$ cat config.mk
export PLATFORM = sky130hd
export DESIGN_NAME = edge_counter_sequencer_flat
export DESIGN_NICKNAME = d
export VERILOG_FILES = /design/src/rtl/edge_seq_pkg.sv /design/src/rtl/edge_seq_rd_if.sv /design/src/rtl/edge_seq_readout.sv /design/src/rtl/edge_counter_sequencer.sv /design/src/flat_wrapper.sv
export SDC_FILE = /design/constraint.sdc
export NUM_CORES = 1
export LEC_CHECK = 0
export BUFFER_PORTS_ARGS = -buffer_cell sky130_fd_sc_hd__buf_4
export CORE_AREA = 2 2 225 227
export CTS_CLUSTER_DIAMETER = 150
export DETAILED_ROUTE_END_ITERATION = 16
export DIE_AREA = 0 0 227 229
export PLACE_DENSITY_LB_ADDON = 0.3
export SKIP_CTS_REPAIR_TIMING = 1
export SYNTH_ARGS = -nofsm -noshare
export SYNTH_HDL_FRONTEND = slang
export SYNTH_SLANG_ARGS = --single-unit
$ cat constraint.sdc
create_clock -name clk -period 2.7 [get_ports clk]
set_input_delay 0.405 -clock clk [delete_from_list [all_inputs] [get_ports clk]]
set_output_delay 0.405 -clock clk [all_outputs]
set_load 0.05 [all_outputs]
$ cat src/rtl/edge_seq_pkg.sv
// Shared types for the edge_counter_sequencer slice.
// Holds the FSM state enum, the readout word selector and default widths.
package edge_seq_pkg;

  localparam int CNT_W_DEF = 32;

  typedef enum logic [2:0] {
    IDLE    = 3'd0,
    CLEAR   = 3'd1,
    RUN     = 3'd2,
    SNAP    = 3'd3,
    READOUT = 3'd4
  } seq_state_e;

  typedef enum logic [1:0] {
    SEL_D1 = 2'd0,
    SEL_D2 = 2'd1,
    SEL_D3 = 2'd2
  } rd_sel_e;

endpackage

$ cat src/rtl/edge_seq_rd_if.sv
// Readout stream: valid/ready word port with channel, selector and last flag.
// master drives valid/data/ch/sel/last and samples ready; slave is the consumer.
interface edge_seq_rd_if
  import edge_seq_pkg::*;
#(
  parameter int CNT_W = CNT_W_DEF,
  parameter int CH_W  = 2
);

  logic             valid;
  logic             ready;
  logic [CNT_W-1:0] data;
  logic [CH_W-1:0]  ch;
  logic [1:0]       sel;
  logic             last;

  modport master (
    output valid, data, ch, sel, last,
    input  ready
  );

  modport slave (
    input  valid, data, ch, sel, last,
    output ready
  );

endinterface

$ cat src/rtl/edge_seq_readout.sv
// Snapshot registers and valid/ready word walker for the sequencer.
// Ports: clk, rst_n, clr (drop stream), snap (capture), en (channel mask),
//   d1/d2/d3 (packed counts), rd (stream master), fin (last word accepted).
module edge_seq_readout
  import edge_seq_pkg::*;
#(
  parameter int NUM_CH = 4,
  parameter int CNT_W  = CNT_W_DEF
) (
  input  logic                    clk,
  input  logic                    rst_n,
  input  logic                    clr,
  input  logic                    snap,
  input  logic [NUM_CH-1:0]       en,
  input  logic [NUM_CH*CNT_W-1:0] d1,
  input  logic [NUM_CH*CNT_W-1:0] d2,
  input  logic [NUM_CH*CNT_W-1:0] d3,
  edge_seq_rd_if.master           rd,
  output logic                    fin
);

  localparam int CH_W = $clog2(NUM_CH);

  logic [CNT_W-1:0] s1_q [NUM_CH];
  logic [CNT_W-1:0] s2_q [NUM_CH];
  logic [CNT_W-1:0] s3_q [NUM_CH];
  logic [CNT_W-1:0] s1_d [NUM_CH];
  logic [CNT_W-1:0] s2_d [NUM_CH];
  logic [CNT_W-1:0] s3_d [NUM_CH];

  logic            valid_q, valid_d;
  logic [CH_W-1:0] ch_q, ch_d;
  rd_sel_e         sel_q, sel_d;

  logic [CH_W-1:0] first_ch, nxt_ch;
  logic            nxt_ok, last, acc;

  // Lowest enabled channel overall and lowest one above the current word.
  always_comb begin
    first_ch = '0;
    nxt_ch   = '0;
    nxt_ok   = 1'b0;
    for (int i = NUM_CH - 1; i >= 0; i--) begin
      if (en[i]) first_ch = CH_W'(i);
      if (en[i] && i > int'(ch_q)) begin
        nxt_ch = CH_W'(i);
        nxt_ok = 1'b1;
      end
    end
  end

  assign last = (sel_q == SEL_D3) && !nxt_ok;
  assign acc  = valid_q && rd.ready;
  assign fin  = acc && last;

  always_comb begin
    valid_d = valid_q;
    ch_d    = ch_q;
    sel_d   = sel_q;
    s1_d    = s1_q;
    s2_d    = s2_q;
    s3_d    = s3_q;
    if (clr) begin
      valid_d = 1'b0;
    end else if (snap) begin
      for (int i = 0; i < NUM_CH; i++) begin
        if (en[i]) begin
          s1_d[i] = d1[i*CNT_W +: CNT_W];
          s2_d[i] = d2[i*CNT_W +: CNT_W];
          s3_d[i] = d3[i*CNT_W +: CNT_W];
        end
      end
      valid_d = 1'b1;
      ch_d    = first_ch;
      sel_d   = SEL_D1;
    end else if (acc) begin
      if (sel_q != SEL_D3) begin
        sel_d = rd_sel_e'(sel_q + 2'd1);
      end else if (nxt_ok) begin
        ch_d  = nxt_ch;
        sel_d = SEL_D1;
      end else begin
        valid_d = 1'b0;
      end
    end
  end

  always_ff @(posedge clk or negedge rst_n) begin
    if (!rst_n) begin
      valid_q <= 1'b0;
      ch_q    <= '0;
      sel_q   <= SEL_D1;
      for (int i = 0; i < NUM_CH; i++) begin
        s1_q[i] <= '0;
        s2_q[i] <= '0;
        s3_q[i] <= '0;
      end
    end else begin
      valid_q <= valid_d;
      ch_q    <= ch_d;
      sel_q   <= sel_d;
      s1_q    <= s1_d;
      s2_q    <= s2_d;
      s3_q    <= s3_d;
    end
  end

  always_comb begin
    rd.data = '0;
    if (valid_q) begin
      unique case (sel_q)
        SEL_D1:  rd.data = s1_q[ch_q];
        SEL_D2:  rd.data = s2_q[ch_q];
        default: rd.data = s3_q[ch_q];
      endcase
    end
  end

  assign rd.valid = valid_q;
  assign rd.ch    = valid_q ? ch_q : '0;
  assign rd.sel   = valid_q ? sel_q : SEL_D1;
  assign rd.last  = valid_q && last;

endmodule

$ cat src/rtl/edge_counter_sequencer.sv
// Run controller for NUM_CH edge_counter channels: arm, trigger broadcast,
// completion/timeout detect, snapshot and valid/ready readout stream.
// Ports: clk, rst_n, start, abort, cfg_* (run config), ch_* (channel side),
//   rd (readout stream master), busy, done, timed_out.
// Optional macro EDGE_SEQ_REARM_EN adds cfg_rearm for continuous capture.
module edge_counter_sequencer
  import edge_seq_pkg::*;
#(
  parameter int NUM_CH = 4,
  parameter int CNT_W  = CNT_W_DEF,
  parameter int TMO_W  = 32
) (
  input  logic                      clk,
  input  logic                      rst_n,
  input  logic                      start,
  input  logic                      abort,
  input  logic [NUM_CH-1:0]         cfg_ch_en,
  input  logic [$clog2(NUM_CH)-1:0] cfg_master,
  input  logic [TMO_W-1:0]          cfg_timeout,
`ifdef EDGE_SEQ_REARM_EN
  input  logic                      cfg_rearm,
`endif
  output logic [NUM_CH-1:0]         ch_enable,
  input  logic [NUM_CH-1:0]         ch_trig_out,
  output logic [NUM_CH-1:0]         ch_trig_in,
  input  logic [NUM_CH*CNT_W-1:0]   ch_d1,
  input  logic [NUM_CH*CNT_W-1:0]   ch_d2,
  input  logic [NUM_CH*CNT_W-1:0]   ch_d3,
  edge_seq_rd_if.master             rd,
  output logic                      busy,
  output logic                      done,
  output logic                      timed_out
);

  localparam int CH_W = $clog2(NUM_CH);

  seq_state_e       state_q, state_d;
  logic [NUM_CH-1:0] en_q, en_d;
  logic [CH_W-1:0]  master_q, master_d;
  logic [TMO_W-1:0] tmo_q, tmo_d;
  logic [TMO_W-1:0] cnt_q, cnt_d;
  logic             to_q, to_d;
  logic             done_q, done_d;
  logic [CNT_W-1:0] d3_prev_q [NUM_CH];
  logic [CNT_W-1:0] d3_prev_d [NUM_CH];

  logic [NUM_CH-1:0] complete;
  logic              all_done, tmo_hit, fin, rearm;

`ifdef EDGE_SEQ_REARM_EN
  assign rearm = cfg_rearm;
`else
  assign rearm = 1'b0;
`endif

  // A counting d3 moves every cycle; a nonzero value held for a cycle
  // means the channel finished (or saturated).
  always_comb begin
    complete = '0;
    for (int i = 0; i < NUM_CH; i++) begin
      d3_prev_d[i] = ch_d3[i*CNT_W +: CNT_W];
      complete[i]  = (ch_d3[i*CNT_W +: CNT_W] != '0) &&
                     (ch_d3[i*CNT_W +: CNT_W] == d3_prev_q[i]);
    end
  end

  assign all_done = &(complete | ~en_q);
  assign tmo_hit  = (tmo_q != '0) && (cnt_q == tmo_q);

  always_comb begin
    state_d  = state_q;
    en_d     = en_q;
    master_d = master_q;
    tmo_d    = tmo_q;
    cnt_d    = cnt_q;
    to_d     = to_q;
    done_d   = 1'b0;
    if (abort) begin
      state_d = IDLE;
    end else begin
      unique case (state_q)
        IDLE: begin
          if (start && (cfg_ch_en != '0)) begin
            en_d     = cfg_ch_en;
            master_d = cfg_master;
            tmo_d    = cfg_timeout;
            to_d     = 1'b0;
            state_d  = CLEAR;
          end
        end
        CLEAR: begin
          cnt_d   = '0;
          state_d = RUN;
        end
        RUN: begin
          if (all_done) begin
            state_d = SNAP;
          end else if (tmo_hit) begin
            state_d = SNAP;
            to_d    = 1'b1;
          end else begin
            cnt_d = cnt_q + TMO_W'(1);
          end
        end
        SNAP: state_d = READOUT;
        READOUT: begin
          if (fin) begin
            done_d  = 1'b1;
            state_d = rearm ? CLEAR : IDLE;
          end
        end
        default: state_d = IDLE;
      endcase
    end
  end

  always_ff @(posedge clk or negedge rst_n) begin
    if (!rst_n) begin
      state_q  <= IDLE;
      en_q     <= '0;
      master_q <= '0;
      tmo_q    <= '0;
      cnt_q    <= '0;
      to_q     <= 1'b0;
      done_q   <= 1'b0;
      for (int i = 0; i < NUM_CH; i++) d3_prev_q[i] <= '0;
    end else begin
      state_q   <= state_d;
      en_q      <= en_d;
      master_q  <= master_d;
      tmo_q     <= tmo_d;
      cnt_q     <= cnt_d;
      to_q      <= to_d;
      done_q    <= done_d;
      d3_prev_q <= d3_prev_d;
    end
  end

  always_comb begin
    ch_enable = '0;
    if (state_q == RUN || state_q == SNAP) ch_enable = en_q;
  end

  always_comb begin
    ch_trig_in = '0;
    if (state_q == RUN) begin
      for (int i = 0; i < NUM_CH; i++) begin
        ch_trig_in[i] = ch_trig_out[master_q] & en_q[i] &
                        (CH_W'(i) != master_q);
      end
    end
  end

  edge_seq_readout #(
    .NUM_CH (NUM_CH),
    .CNT_W  (CNT_W)
  ) u_readout (
    .clk   (clk),
    .rst_n (rst_n),
    .clr   (abort),
    .snap  (state_q == SNAP),
    .en    (en_q),
    .d1    (ch_d1),
    .d2    (ch_d2),
    .d3    (ch_d3),
    .rd    (rd),
    .fin   (fin)
  );

  assign busy      = (state_q != IDLE);
  assign done      = done_q;
  assign timed_out = to_q;

endmodule

$ cat src/flat_wrapper.sv
// flat-port wrapper written by rule: the top's interface ports become plain ports
module edge_counter_sequencer_flat import edge_seq_pkg::*;
#(
  parameter int NUM_CH = 4,
  parameter int CNT_W  = CNT_W_DEF,
  parameter int TMO_W  = 32
)
  (clk, rst_n, start, abort, cfg_ch_en, cfg_master, cfg_timeout, ch_enable, ch_trig_out, ch_trig_in, ch_d1, ch_d2, ch_d3, busy, done, timed_out, rd_valid, rd_data, rd_ch, rd_sel, rd_last, rd_ready);
  edge_seq_rd_if #(.CNT_W(CNT_W), .CH_W(2)) rd_i ();
  input  logic clk;
  input  logic rst_n;
  input  logic start;
  input  logic abort;
  input  logic [NUM_CH-1:0] cfg_ch_en;
  input  logic [$clog2(NUM_CH)-1:0] cfg_master;
  input  logic [TMO_W-1:0] cfg_timeout;
  output logic [NUM_CH-1:0] ch_enable;
  input  logic [NUM_CH-1:0] ch_trig_out;
  output logic [NUM_CH-1:0] ch_trig_in;
  input  logic [NUM_CH*CNT_W-1:0] ch_d1;
  input  logic [NUM_CH*CNT_W-1:0] ch_d2;
  input  logic [NUM_CH*CNT_W-1:0] ch_d3;
  output logic busy;
  output logic done;
  output logic timed_out;
  output wire logic [$bits(rd_i.valid)-1:0] rd_valid;
  output wire logic [$bits(rd_i.data)-1:0] rd_data;
  output wire logic [$bits(rd_i.ch)-1:0] rd_ch;
  output wire logic [$bits(rd_i.sel)-1:0] rd_sel;
  output wire logic [$bits(rd_i.last)-1:0] rd_last;
  input wire logic [$bits(rd_i.ready)-1:0] rd_ready;
  assign rd_valid = rd_i.valid;
  assign rd_data = rd_i.data;
  assign rd_ch = rd_i.ch;
  assign rd_sel = rd_i.sel;
  assign rd_last = rd_i.last;
  assign rd_i.ready = rd_ready;
  edge_counter_sequencer #(.NUM_CH(NUM_CH), .CNT_W(CNT_W), .TMO_W(TMO_W)) u_core (.clk(clk), .rst_n(rst_n), .start(start), .abort(abort), .cfg_ch_en(cfg_ch_en), .cfg_master(cfg_master), .cfg_timeout(cfg_timeout), .ch_enable(ch_enable), .ch_trig_out(ch_trig_out), .ch_trig_in(ch_trig_in), .ch_d1(ch_d1), .ch_d2(ch_d2), .ch_d3(ch_d3), .rd(rd_i), .busy(busy), .done(done), .timed_out(timed_out));
endmodule
# Yosys cells after proc, flatten, opt, wreduce, memory -nomap -nowiden
# Cells that the tools add are included.
# classes
addsub	2
n_mul	0
div	0
n_lt_le_gt_ge	5
n_eq_ne	25
shifts	0
muxes	56
bitwise_logic	12
n_reduce_logical	43
# op_table
cell	n
$mux 32	9
$bmux 32 s2	3
$eq 32x32->1	5
$reduce_bool 32->1	5
$pmux 32 s2	2
$mux 2	17
$add 32x1->32 const B	1
$reduce_and 3->1	8
$mux 1	15
$mux 3	5
$pmux 3 s5	1
$logic_and 1x1->1	13
$reduce_and 4->1	3
$reduce_bool 2->1	5
$reduce_bool 3->1	3
$and 1x1->1	8
$mux 4	2
$ne 2x2->1 const B	4
$eq 3x2->1 const B	2
$ne 3x2->1 const B	2
$ne 3x3->1 const B	2
$reduce_and 5->1	1
$gt 2x2->1 const A	2
$ne 2x1->1 const B	2
other kinds (22)	23
# totals
ff_bits	592
latch_bits	0
mem_bits_rw	0
mem_bits_ro	0
in_bits	431
out_inout_bits	49
elab_cells	169
n_memories	0

# Logic depth before layout (Yosys ltp)
# logic_depth
word_depth	11
ltp_mapped	10
depth_no_buf	8

# By module
# A second synthesis with hierarchy kept.
# hier_totals
hier_cells	1827
hier_area_um2	27347.5
# modules_own_cells
module	instances	cells_each	area_each_um2	seq_area_each_um2
edge_seq_readout	1	1089	18340.1	9734.3
edge_counter_sequencer	1	738	9007.4	5079.9

# Worst setup path after synthesis
# OpenSTA, ideal clock, no wires.
# synth_timing
path_kind	reg2out
start	register u_core.state_q[0]
end	output port ch_trig_in[1]
t_arrival_ps	2586
required_time_ps	2295
path_slack_ps	-291
stages_incl_launch_ff	6
path_buffers	2
cell_sequence	dfrtp_1 > buf_2 > nor3_1 > clkbuf_1 > nand2_1 > a211oi_1
# synth_between
elab_chain_cells	2
# synth_lines
element	line_no	source
start, declared	edge_counter_sequencer.sv:37	seq_state_e state_q, state_d;
start signal, assigned	edge_counter_sequencer.sv:128	state_q <= state_d;
$eq 3x2->1	edge_counter_sequencer.sv:146	if (state_q == RUN) begin
$mux 4	edge_counter_sequencer.sv:146	
end, declared	flat_wrapper.sv:19	output logic [NUM_CH-1:0] ch_trig_in;
# No other way between the ends.

# Final worst setup path
# layout_timing
start	register u_core.u_readout.ch_q[0]
end	output port rd_data[23]
# layout_between
elab_chain_cells	6
elab_cells_between_ends	12
classes_between	mux (11); bitwise (1)
# layout_lines
element	line_no	source
start, declared	edge_seq_readout.sv:32	logic [CH_W-1:0] ch_q, ch_d;
start signal, assigned	edge_seq_readout.sv:100	ch_q <= ch_d;
$not 2->3 (implied by the code) (*)	edge_seq_readout.sv:112, edge_seq_readout.sv:113, edge_seq_readout.sv:114	
$bmux 32 s2 (on tied branches)	edge_seq_readout.sv:114, edge_seq_readout.sv:112, edge_seq_readout.sv:113	
$mux 32 (on tied branches) (2 in series)	edge_seq_readout.sv:114, edge_seq_readout.sv:112, edge_seq_readout.sv:113	
$pmux 32 s2 (*)	edge_seq_readout.sv:111	unique case (sel_q)
$mux 32 (*)	edge_seq_readout.sv:110	if (valid_q) begin
end, declared	flat_wrapper.sv:27	output wire logic [$bits(rd_i.data)-1:0] rd_data;
# Every way passes the cells marked *; elsewhere a longest branch is shown, timed or not. The select of a mux whose other input is x is not followed.

==> results.toml <==
[status]
status = "finished with violations"
violations = "negative hold slack, negative setup slack"

[sta]
timing.hold.ws_ps = -7.17
max_slew.worst_pin.slew_ps = 810
rsz0062_at_grt = "true"
fmax_mhz = 310
hold_viol = 4
fin_ws_ps = -525
finalCritPeriodShare = 1.19
maxSlewViolCount = 0
fin_skew_ps = 34.3
setup_viol = 57
relSlewSlack = 0.460
min_period_ps = 3230
final.setup.tns_ps = -13640

[power]
max-vdd-ir-drop_mv = 0.619
p_int_mw = 21.8
p_leak_nw = 18.3
power_frac_seq = 0.410
p_sw_mw = 10.2
powerDensity_nw_per_um2 = 822
clkPwrFrac = 0.296
finalPower_mw = 31.9
p_sw_frac = 0.318
p_comb_frac = 0.294

[synthesis]
yosysMostFrequentCell = "dfrtp_1"
syn_nets = 2336
synth_area_per_cell_um2 = 14.1
synth_top_area_cell = "dfrtp_1"
synthCells = 1904
ys_types = 64
ys_top_cells_by_area = "dfrtp_1 55%, mux2_2 11%, mux4_2 8.1%, mux2_1 6.6%, xor2_1 5.2%"
ys_ff_latch = 592
yosysTopAreaCellShare = 0.550
syn-cell-area_um2 = 26900
async_reset_ff_frac = 1.00
synth_warnings = 0
synth-seq-area-share = 0.550
synth_edf_count = 0
synth_commonest_cells = "592 x dfrtp_1, 266 x mux2_2, 161 x xor2_1"
yosys_most_used_dff = "dfrtp_1"

[clocking]
cts_tree = "done"
cts_buffers = 61
cts-root-buf = "clkbuf_16"
clkLatencyLatePin_ps = 660
h-tree-depth = 2
clk_pin_slew_worst_paths_ps = 60
cts_max_path_buffers = 3
cts.sinks = 592

[setup_path]
start_kind = "flop"
critPathKind = "reg -> out"
cp_max_fo = 8
cp.required_ps = 2300
arrival_ps = 2820
critPathCaptureType = "output pin"

[die]
dieArea_um2 = 52000
floorplan.initialDensity = 0.542
die_h_um = 229
num_rows = 82
die_width_um = 227
placeableCoreArea_um2 = 49700
io_pins = 480

[global_routing]
grt_antenna_before_repair = 23
grt_pass1_vias = 20300
grt_max_degree = 75
grt_pass1_wl_mm = 125
overflow = 0
grtUsageTotal = 0.325

[layout]
fin_cells = 3584
fin_nets = 3274
design_area_um2 = 38800
drive_gt1_frac = 0.404
syn_to_final_growth_pct = 44.2
final_util = 0.782

[routing]
ant_nets = 0
viasPerCell = 6.05
routedWlPerCell_um = 27.9
vias = 21700
routed_wl_mm = 99.8
firstDrtPassIters = 7
drc_errors = 0
drtIter0Drc = 2079

[flow_run]
maxCapViolations = 0

[placed_design]
numPortBuffers = 479
dp_hpwl_mm = 61.9
placed_cell_area_um2 = 32200
gp_congestion = 0.947
place_ws_ps = -267
dp.cells = 3069

[worst_hold_path]
hold_class = "in -> reg"
==> metal layers <==
layer	part of all wire	wire length, um	track usage	vias to the layer above
met4	0.055	5530	0.129	10
met1	0.36	36100	0.431	11100
met5	0.00058	58	0	-
met3	0.086	8570	0.0834	364
li1	-	-	-	8892
met2	0.50	49600	0.515	1277
==> cell families (layout without fill, tap and decap cells) <==
family	after synthesis	count (layout)	share of synthesized area
DFF	592	592	0.550
buffers and inverters	128	1119	0.0217
other	0	17	0
and+or+nand+nor	334	334	0.0682
adders and majority gates	1	1	0.000465
AOI/OAI and AO/OA	131	131	0.0352
xor gates and xnor gates	161	161	0.0524
muxes	557	557	0.272
==> registers in the layout, summed over array words and instances (netlist names) <==
register and cells:
u_core.u_readout.s1_q 128, u_core.u_readout.ch_q 2, u_core.u_readout.sel_q 2, u_core.tmo_q 32
u_core.master_q 2, u_core.u_readout.rd.valid 1, u_core.cnt_q 32, u_core.state_q 3
u_core.en_q 4, u_core.timed_out 1, u_core.u_readout.s3_q 128, u_core.d3_prev_q 128
u_core.done 1, u_core.u_readout.s2_q 128
==> critical path, cell delays in order, from the launching register on <==
cell,delay [ps]
dfrtp_4,440
buf_12,170
clkbuf_16,190
buf_4,130
mux4_2,500
mux2i_2,250
o21ai_1,130
and2_1,190
buf_6,160
==> power by group through the flow <==
stage          clock network, mW  registers (mW)  logic [mW]
4_1_cts                     9.36            12.8        7.68
2_1_floorplan                  0            12.0        5.07
5_1_grt                     9.86            13.2        9.86
3_3_place_gp                   0            12.8        7.39
6_report                    9.43            13.1        9.39
3_5_place_dp                   0            12.9        7.60
==> final timing paths <==
path                                              end  slack [ps]                     start  depth (start not counted)
max                                       rd_data[23]        -530  u_core.u_readout.ch_q[0]                          8
min                         u_core.u_readout.s2_q[73]          -7                 ch_d2[41]                          2
max reg2reg                           u_core.cnt_q[8]         -50     u_core.d3_prev_q[103]                          8
min reg2reg                  u_core.u_readout.s1_q[2]         490  u_core.u_readout.s1_q[2]                          1
max in group asynchronous   u_core.u_readout.s1_q[14]        1460                     rst_n                          3
min in group asynchronous  u_core.u_readout.s3_q[116]         320                     rst_n                          2
==> cell type report <==
type	count	area, um^2
inverter	18	70.1
timing repair buffer	985	9000
multi-input combinational	1184	11800
clock buffer	83	1750
antenna	17	42.5
tap	672	841
clock inverter	33	490
fill	2733	10800
sequential	592	14800
==> cell usage in the layout (no fill, tap or decap), types with 7 or more instances in the layout <==
cell / count
buf_4: 545
nand2_1: 60
mux2_2: 266
bufinv_16: 10
o21ai_1: 29
nand3_1: 21
a32oi_1: 7
inv_1: 15
nand4_1: 25
dlygate4sd3_1: 358
mux4_2: 97
mux2_1: 159
and3_1: 7
mux2i_2: 10
clkbuf_1: 8
buf_12: 34
dfrtp_1: 589
diode_2: 17
clkinv_2: 12
nor3_1: 16
buf_6: 37
mux2i_1: 18
nor4_1: 82
xor2_1: 161
mux2i_4: 7
clkinvlp_4: 7
and2_1: 35
clkbuf_16: 66
clkbuf_8: 14
o21ai_0: 18
nor2_1: 32
a21oi_1: 10
a31o_1: 9
nand2_2: 11
Power figures use the tool's default switching activity.
